`src/rtl/mosfet_deadtime_driver.sv`:
```
// Two-leg half-bridge gate driver with per-leg dead-time insertion.
// Takes the 4-bit MOSFET command bus, registers it, and runs one small FSM per
// leg (A = gate0 high / gate2 low, B = gate1 high / gate3 low) that inserts
// DEAD_TIME cycles of both-off on every commutation. A command with high and
// low asserted on the same leg latches a fault and forces both legs off.
//
// Ports:
//   i_clock        system clock
//   i_RESET        asynchronous, active-low reset
//   i_MOSFET       raw gate commands {B lo, A lo, B hi, A hi}
//   i_enable       1 = gating allowed, 0 = all gates off (dead time honoured)
//   i_clear_fault  single-cycle pulse clearing a latched fault
//   o_gate         gate drive, same bit mapping as i_MOSFET
//   o_fault        latched shoot-through-command fault
//   o_switch_count completed dead-time intervals, both legs summed
//   o_debug        {legB_state, legA_state, legB_dt, legA_dt, inv_B, inv_A}
module mosfet_deadtime_driver #(
    parameter int unsigned DEAD_TIME = 25,
    parameter int unsigned CNT_W     = 16
) (
    input  logic             i_clock,
    input  logic             i_RESET,
    input  logic [3:0]       i_MOSFET,
    input  logic             i_enable,
    input  logic             i_clear_fault,
    output logic [3:0]       o_gate,
    output logic             o_fault,
    output logic [CNT_W-1:0] o_switch_count,
    output logic [7:0]       o_debug
);

    localparam int unsigned DT_W = 8;
    localparam logic [DT_W-1:0] DT_LOAD = DT_W'(DEAD_TIME - 1);

    typedef enum logic [1:0] {
        ST_OFF = 2'b00,
        ST_HI  = 2'b01,
        ST_LO  = 2'b10,
        ST_DT  = 2'b11
    } leg_state_e;

    typedef struct packed {
        leg_state_e      state;
        logic [DT_W-1:0] cnt;
        logic            done;
    } leg_next_t;

    logic [3:0]       cmd_q;
    logic             fault_q, fault_d;
    leg_state_e       state_a_q, state_b_q;
    logic [DT_W-1:0]  cnt_a_q, cnt_b_q;
    logic [CNT_W-1:0] count_q, count_d;
    leg_next_t        next_a, next_b;
    logic             inv_a, inv_b, block;
    leg_state_e       tgt_a, tgt_b;

    // Leg state the current command asks for; blocked legs are sent off.
    function automatic leg_state_e leg_target(input logic hi, input logic lo,
                                              input logic blk);
        if (blk)            return ST_OFF;
        else if (hi && !lo) return ST_HI;
        else if (lo && !hi) return ST_LO;
        else                return ST_OFF;
    endfunction

    // One leg's transition: on-states leave through DT, DT resolves to the
    // command present when the countdown expires.
    function automatic leg_next_t leg_next(input leg_state_e st,
                                           input logic [DT_W-1:0] cnt,
                                           input leg_state_e tgt);
        leg_next_t n;
        n.state = st;
        n.cnt   = cnt;
        n.done  = 1'b0;
        case (st)
            ST_OFF: n.state = tgt;
            ST_HI, ST_LO: begin
                if (tgt != st) begin
                    n.state = ST_DT;
                    n.cnt   = DT_LOAD;
                end
            end
            ST_DT: begin
                if (cnt == '0) begin
                    n.state = tgt;
                    n.done  = 1'b1;
                end else begin
                    n.cnt = cnt - DT_W'(1);
                end
            end
            default: n.state = ST_OFF;
        endcase
        return n;
    endfunction

    assign inv_a = cmd_q[0] & cmd_q[2];
    assign inv_b = cmd_q[1] & cmd_q[3];
    // An invalid command blocks on-states in the same cycle it is seen,
    // one cycle before the latched fault flag catches up.
    assign block = ~i_enable | fault_q | inv_a | inv_b;
    assign tgt_a = leg_target(cmd_q[0], cmd_q[2], block);
    assign tgt_b = leg_target(cmd_q[1], cmd_q[3], block);

    // State register
    always_ff @(posedge i_clock or negedge i_RESET) begin
        if (!i_RESET) begin
            cmd_q     <= '0;
            fault_q   <= 1'b0;
            state_a_q <= ST_OFF;
            state_b_q <= ST_OFF;
            cnt_a_q   <= '0;
            cnt_b_q   <= '0;
            count_q   <= '0;
        end else begin
            cmd_q     <= i_MOSFET;
            fault_q   <= fault_d;
            state_a_q <= next_a.state;
            state_b_q <= next_b.state;
            cnt_a_q   <= next_a.cnt;
            cnt_b_q   <= next_b.cnt;
            count_q   <= count_d;
        end
    end

    // Next-state logic
    always_comb begin
        next_a  = leg_next(state_a_q, cnt_a_q, tgt_a);
        next_b  = leg_next(state_b_q, cnt_b_q, tgt_b);
        fault_d = fault_q;
        // A fresh invalid command wins over a simultaneous clear.
        if (inv_a || inv_b) begin
            fault_d = 1'b1;
        end else if (i_clear_fault) begin
            fault_d = 1'b0;
        end
        count_d = count_q + CNT_W'(next_a.done) + CNT_W'(next_b.done);
    end

    // Outputs decoded from registered state only
    always_comb begin
        o_gate         = {state_b_q == ST_LO, state_a_q == ST_LO,
                          state_b_q == ST_HI, state_a_q == ST_HI};
        o_fault        = fault_q;
        o_switch_count = count_q;
        o_debug        = {state_b_q, state_a_q, state_b_q == ST_DT,
                          state_a_q == ST_DT, inv_b, inv_a};
    end

endmodule

```
`config.mk`:
```
export PLATFORM = sky130hd
export DESIGN_NAME = mosfet_deadtime_driver
export DESIGN_NICKNAME = d
export VERILOG_FILES = /design/src/rtl/mosfet_deadtime_driver.sv
export SDC_FILE = /design/constraint.sdc
export NUM_CORES = 1
export LEC_CHECK = 0
export CAP_MARGIN = 10
export CORE_ASPECT_RATIO = 0.6
export CORE_MARGIN = 5
export CORE_UTILIZATION = 55
export DETAILED_ROUTE_END_ITERATION = 16
export PLACE_DENSITY = 0.93
export SYNTH_ARGS = -nofsm -noshare
export SYNTH_HDL_FRONTEND = slang
export SYNTH_SLANG_ARGS = --single-unit
```
`constraint.sdc`:
```
create_clock -name i_clock -period 5.55 [get_ports i_clock]
set_clock_uncertainty 0.05 [all_clocks]
set_input_delay 1.11 -clock i_clock [delete_from_list [all_inputs] [get_ports i_clock]]
set_output_delay 1.11 -clock i_clock [all_outputs]
set_load 0.01 [all_outputs]
```
==> results.txt <==
The run finished with clean final reports. The sink count of the clock tree came out at 41. In the synthesized netlist the async set-or-reset flop fraction comes to 100%. The die boundary height came out at 59.4 um. The worst register-to-register path begins at state_a_q[1]. The hold violation total from the final report is 0. dfrtp_1 is the most common cell in the netlist. Max-cap violations in this run came to 0. The number of detailed-route iterations in the first pass is 5.

After synthesis, the netlist uses 56 different library cells. Setup repair after global routing left no endpoint under its margin. The power density normalized to cell area is 466 mW/mm^2. The met2 layer usage reported by global route is 29.9%. The largest fanout on the critical path is 11. Among all stages on the critical path, the largest delay is contributed by dfrtp_1. After the last flow step, the layout net total stands at 282.

The mean instance size in the synthesized netlist came out at 9.95 sq um. The initial DRC count is 77. The layer flagged by global routing as most heavily used is met2. In this run the worst hold path is classified as flip-flop to flip-flop. The sum of overflow across all layers after global routing is 0.

The fraction of met1 tracks used by global routing came out at 26.8%. The per-cell via count in the routed design came out at 5.80. The area enclosed by the die boundary came out at 0.00549 sq mm. At the later pin of the worst-skew pair, clock insertion delay measures 310 ps. The worst hold path begins at o_switch_count[15]. From synthesis to final layout, the design area changed by 22.7%. The post-synth design cell area came out at 0.00224 sq mm. The number of core rows is 18. The area of the core region came out at 0.00401 sq mm. The post-placement setup slack is 2410 ps.

The number of max-slew violations in the final report is 0. Summed over all nets, the half-perimeter wirelength after detailed placement is 3570 um. The data arrival time of the worst path is 3170 ps. The synthesized design contains 41 register bits.

The aggregate negative setup slack is 0 ps. The top-level I/O count is 37. The type of the worst setup path is flip-flop to flip-flop.

The peak clock frequency supported by timing is 329 MHz. The worst-case headroom to the max-slew limit came out at 39.5%. After clock tree synthesis, the repair step resized 0 gates. The routability congestion estimate from global placement is 0.872. 0 antenna diodes ended up in the layout. The path with the worst hold slack has its endpoint at o_switch_count[15]. STA classifies the critical path endpoint as a flip-flop. The number of antenna violations at the first check in global routing came to 0. The setup check on the worst reg-to-reg path leaves a slack of 2510 ps.

The longest clock path from root to sink contains 2 buffers. The die is 92.4 um wide. The share of final-layout standard cells stronger than drive strength 1 came out at 8.68%. STA puts the critical path data required time at 5690 ps.

The peak supply drop is 0.354 mV. The initial standard-cell utilization of the core came out at 55.9%. By area the synthesized netlist is led by dfrtp_1 46%, ha_1 5.0%, nand2_1 3.7%. Of the synthesized area, sequential elements account for 45.8%. The post-layout worst setup margin came out at 2510 ps.

Clock-pin slew was measured on the worst setup and hold paths at 90 ps. Entering global routing, the biggest net connects 42 pins. The area share of the leading cell type in the synthesized netlist came out at 45.8%. TritonCTS built the clock tree.

The transition time at the pin with the least slew margin is 908 ps. The most frequent cell on the critical path is ha_1. The final setup violation count came out at 0. The post-detailed-route DRC marker count is 0. Among all flip-flop cells after synthesis, the most frequent one is dfrtp_1. In this run the clock root is driven by a clkbuf_8.

The average detailed-routed wire length per instance came out at 15.8 um. The wire length of the first global-routing pass came out at 8360 um. The library cell occupying the most area in the post-synthesis netlist is dfrtp_1. The number of nets in the synthesized netlist is 243. The source of the critical timing path is state_a_q[1]. The number of flops mapped to enable cells by yosys is 0.

The leakage power summed over all cells is 0.00119 uW. Port buffering added 36 buffers. The number of levels the H-tree was split into is 2. The remaining antenna violation count came out at 0.

Yosys printed 0 warnings. Clock tree synthesis inserted a total of 5 buffers. Synthesis handed over a netlist of 225 instances. The end of the worst register-to-register path is o_switch_count[14]. Walking the worst path, the cells encountered are ha_1 -> inv_1 -> nor4_2 -> and2_1 -> fa_1 -> ha_1 -> and3_1 -> nand2b_1 -> xnor2_1. The post-CTS setup buffer count is 0. The worst stage delay on the critical path is 490 ps.

The clock period could shrink to 3040 ps. The final clock period utilization by the worst path is 54.7%. The number of cells traversed by the worst register-to-register path came out at 9.

The worst hold path stage count came out at 1. Global routing used 5.20% of the available met3 tracks. STA classifies the critical path startpoint as a flip-flop. By count the netlist is led by 41 x dfrtp_1, 22 x nand2_1, 16 x nor2_1. The post-route total power came out at 1280 uW. The final route contains 1827 vias. Global routing used 19.4% of the available tracks across all layers. The worst hold-check slack is 424 ps. The total length of routed wires is 4970 um.

The number of buffers added to fix hold violations after cts came out at 0. The number of global-route vias before repair came to 1739.
## final cells by class
class | instances | area [sq um]
fillers | 307 | 1260
multi-input cells | 163 | 1120
flip-flops and latches | 41 | 1030
repair buffers | 36 | 355
clock buffers | 5 | 68.8
inverters | 17 | 65.1
well taps | 50 | 62.6
clock inverters | 3 | 46.3
## sequential cells by signal (all words and copies together) (netlist names)
register        cells
cmd_q               4
cnt_a_q             8
cnt_b_q             8
o_fault             1
o_switch_count     16
state_a_q           2
state_b_q           2
## cell families after synthesis
family | count (synthesis) | synth area share [%]
AND/OR/NAND/NOR | 93 | 23.1
AO/OA/AOI/OAI | 45 | 15.3
flip-flops | 41 | 45.8
buffers and inverters | 21 | 3.97
XOR/XNOR | 14 | 5.47
adder cells (fa/ha/maj) | 10 | 5.92
multiplexers | 1 | 0.447
## worst max path at each step
stage,end,slack (ps),depth (start not counted)
finish,o_switch_count[14],2510,9
CTS,o_debug[3],2490,2
detailed placement,cnt_b_q[7],2410,7
global placement,cnt_b_q[2],2520,7
floorplan,o_switch_count[8],2960,10
global route,o_switch_count[14],2260,9
## placed cells by master, fill, tap and decap left out, types with 5 or more instances in the layout
cell type | netlist | routed
a31oi_1 | 5 | 5
nor3_1 | 5 | 5
a21oi_1 | 6 | 6
clkbuf_8 | 0 | 5
dfrtp_1 | 41 | 41
o21ai_0 | 8 | 8
nand3b_1 | 7 | 7
ha_1 | 9 | 9
xnor2_1 | 9 | 9
inv_1 | 15 | 15
nand2b_1 | 8 | 8
clkdlybuf4s50_1 | 0 | 35
nand3_1 | 9 | 9
nor2_1 | 16 | 16
xor2_1 | 5 | 5
nand2_1 | 22 | 22
## routing by layer
metal | share of wire [%] | routed length [um]
met1 | 49 | 2410
met2 | 46 | 2270
met3 | 4.2 | 207
met4 | 1.5 | 75
met5 | 0 | 0
## power breakdown
group          internal (uW)  switching [uW]  total [uW]
clock                    135             116         251
sequential               357            67.5         424
combinational            278             327         605
## critical path, delay by kind of cell (launching register included)
kind | cells | cell delay, ps
buffers and inverters | 1 | 180
AND/OR/NAND/NOR | 4 | 1090
flip-flops | 1 | 490
adder cells (fa/ha/maj) | 3 | 960
XOR/XNOR | 1 | 130
## per-stage QoR
stage,utilization [%],cells,cell area (sq um)
after global placement,65.7,307,2630
after CTS,68.6,315,2750
after global routing,68.6,315,2750
after floorplan,-,225,2240
after detailed placement,65.7,307,2630
final,68.6,315,2750
No activity file was read; power rests on OpenSTA's default activity.
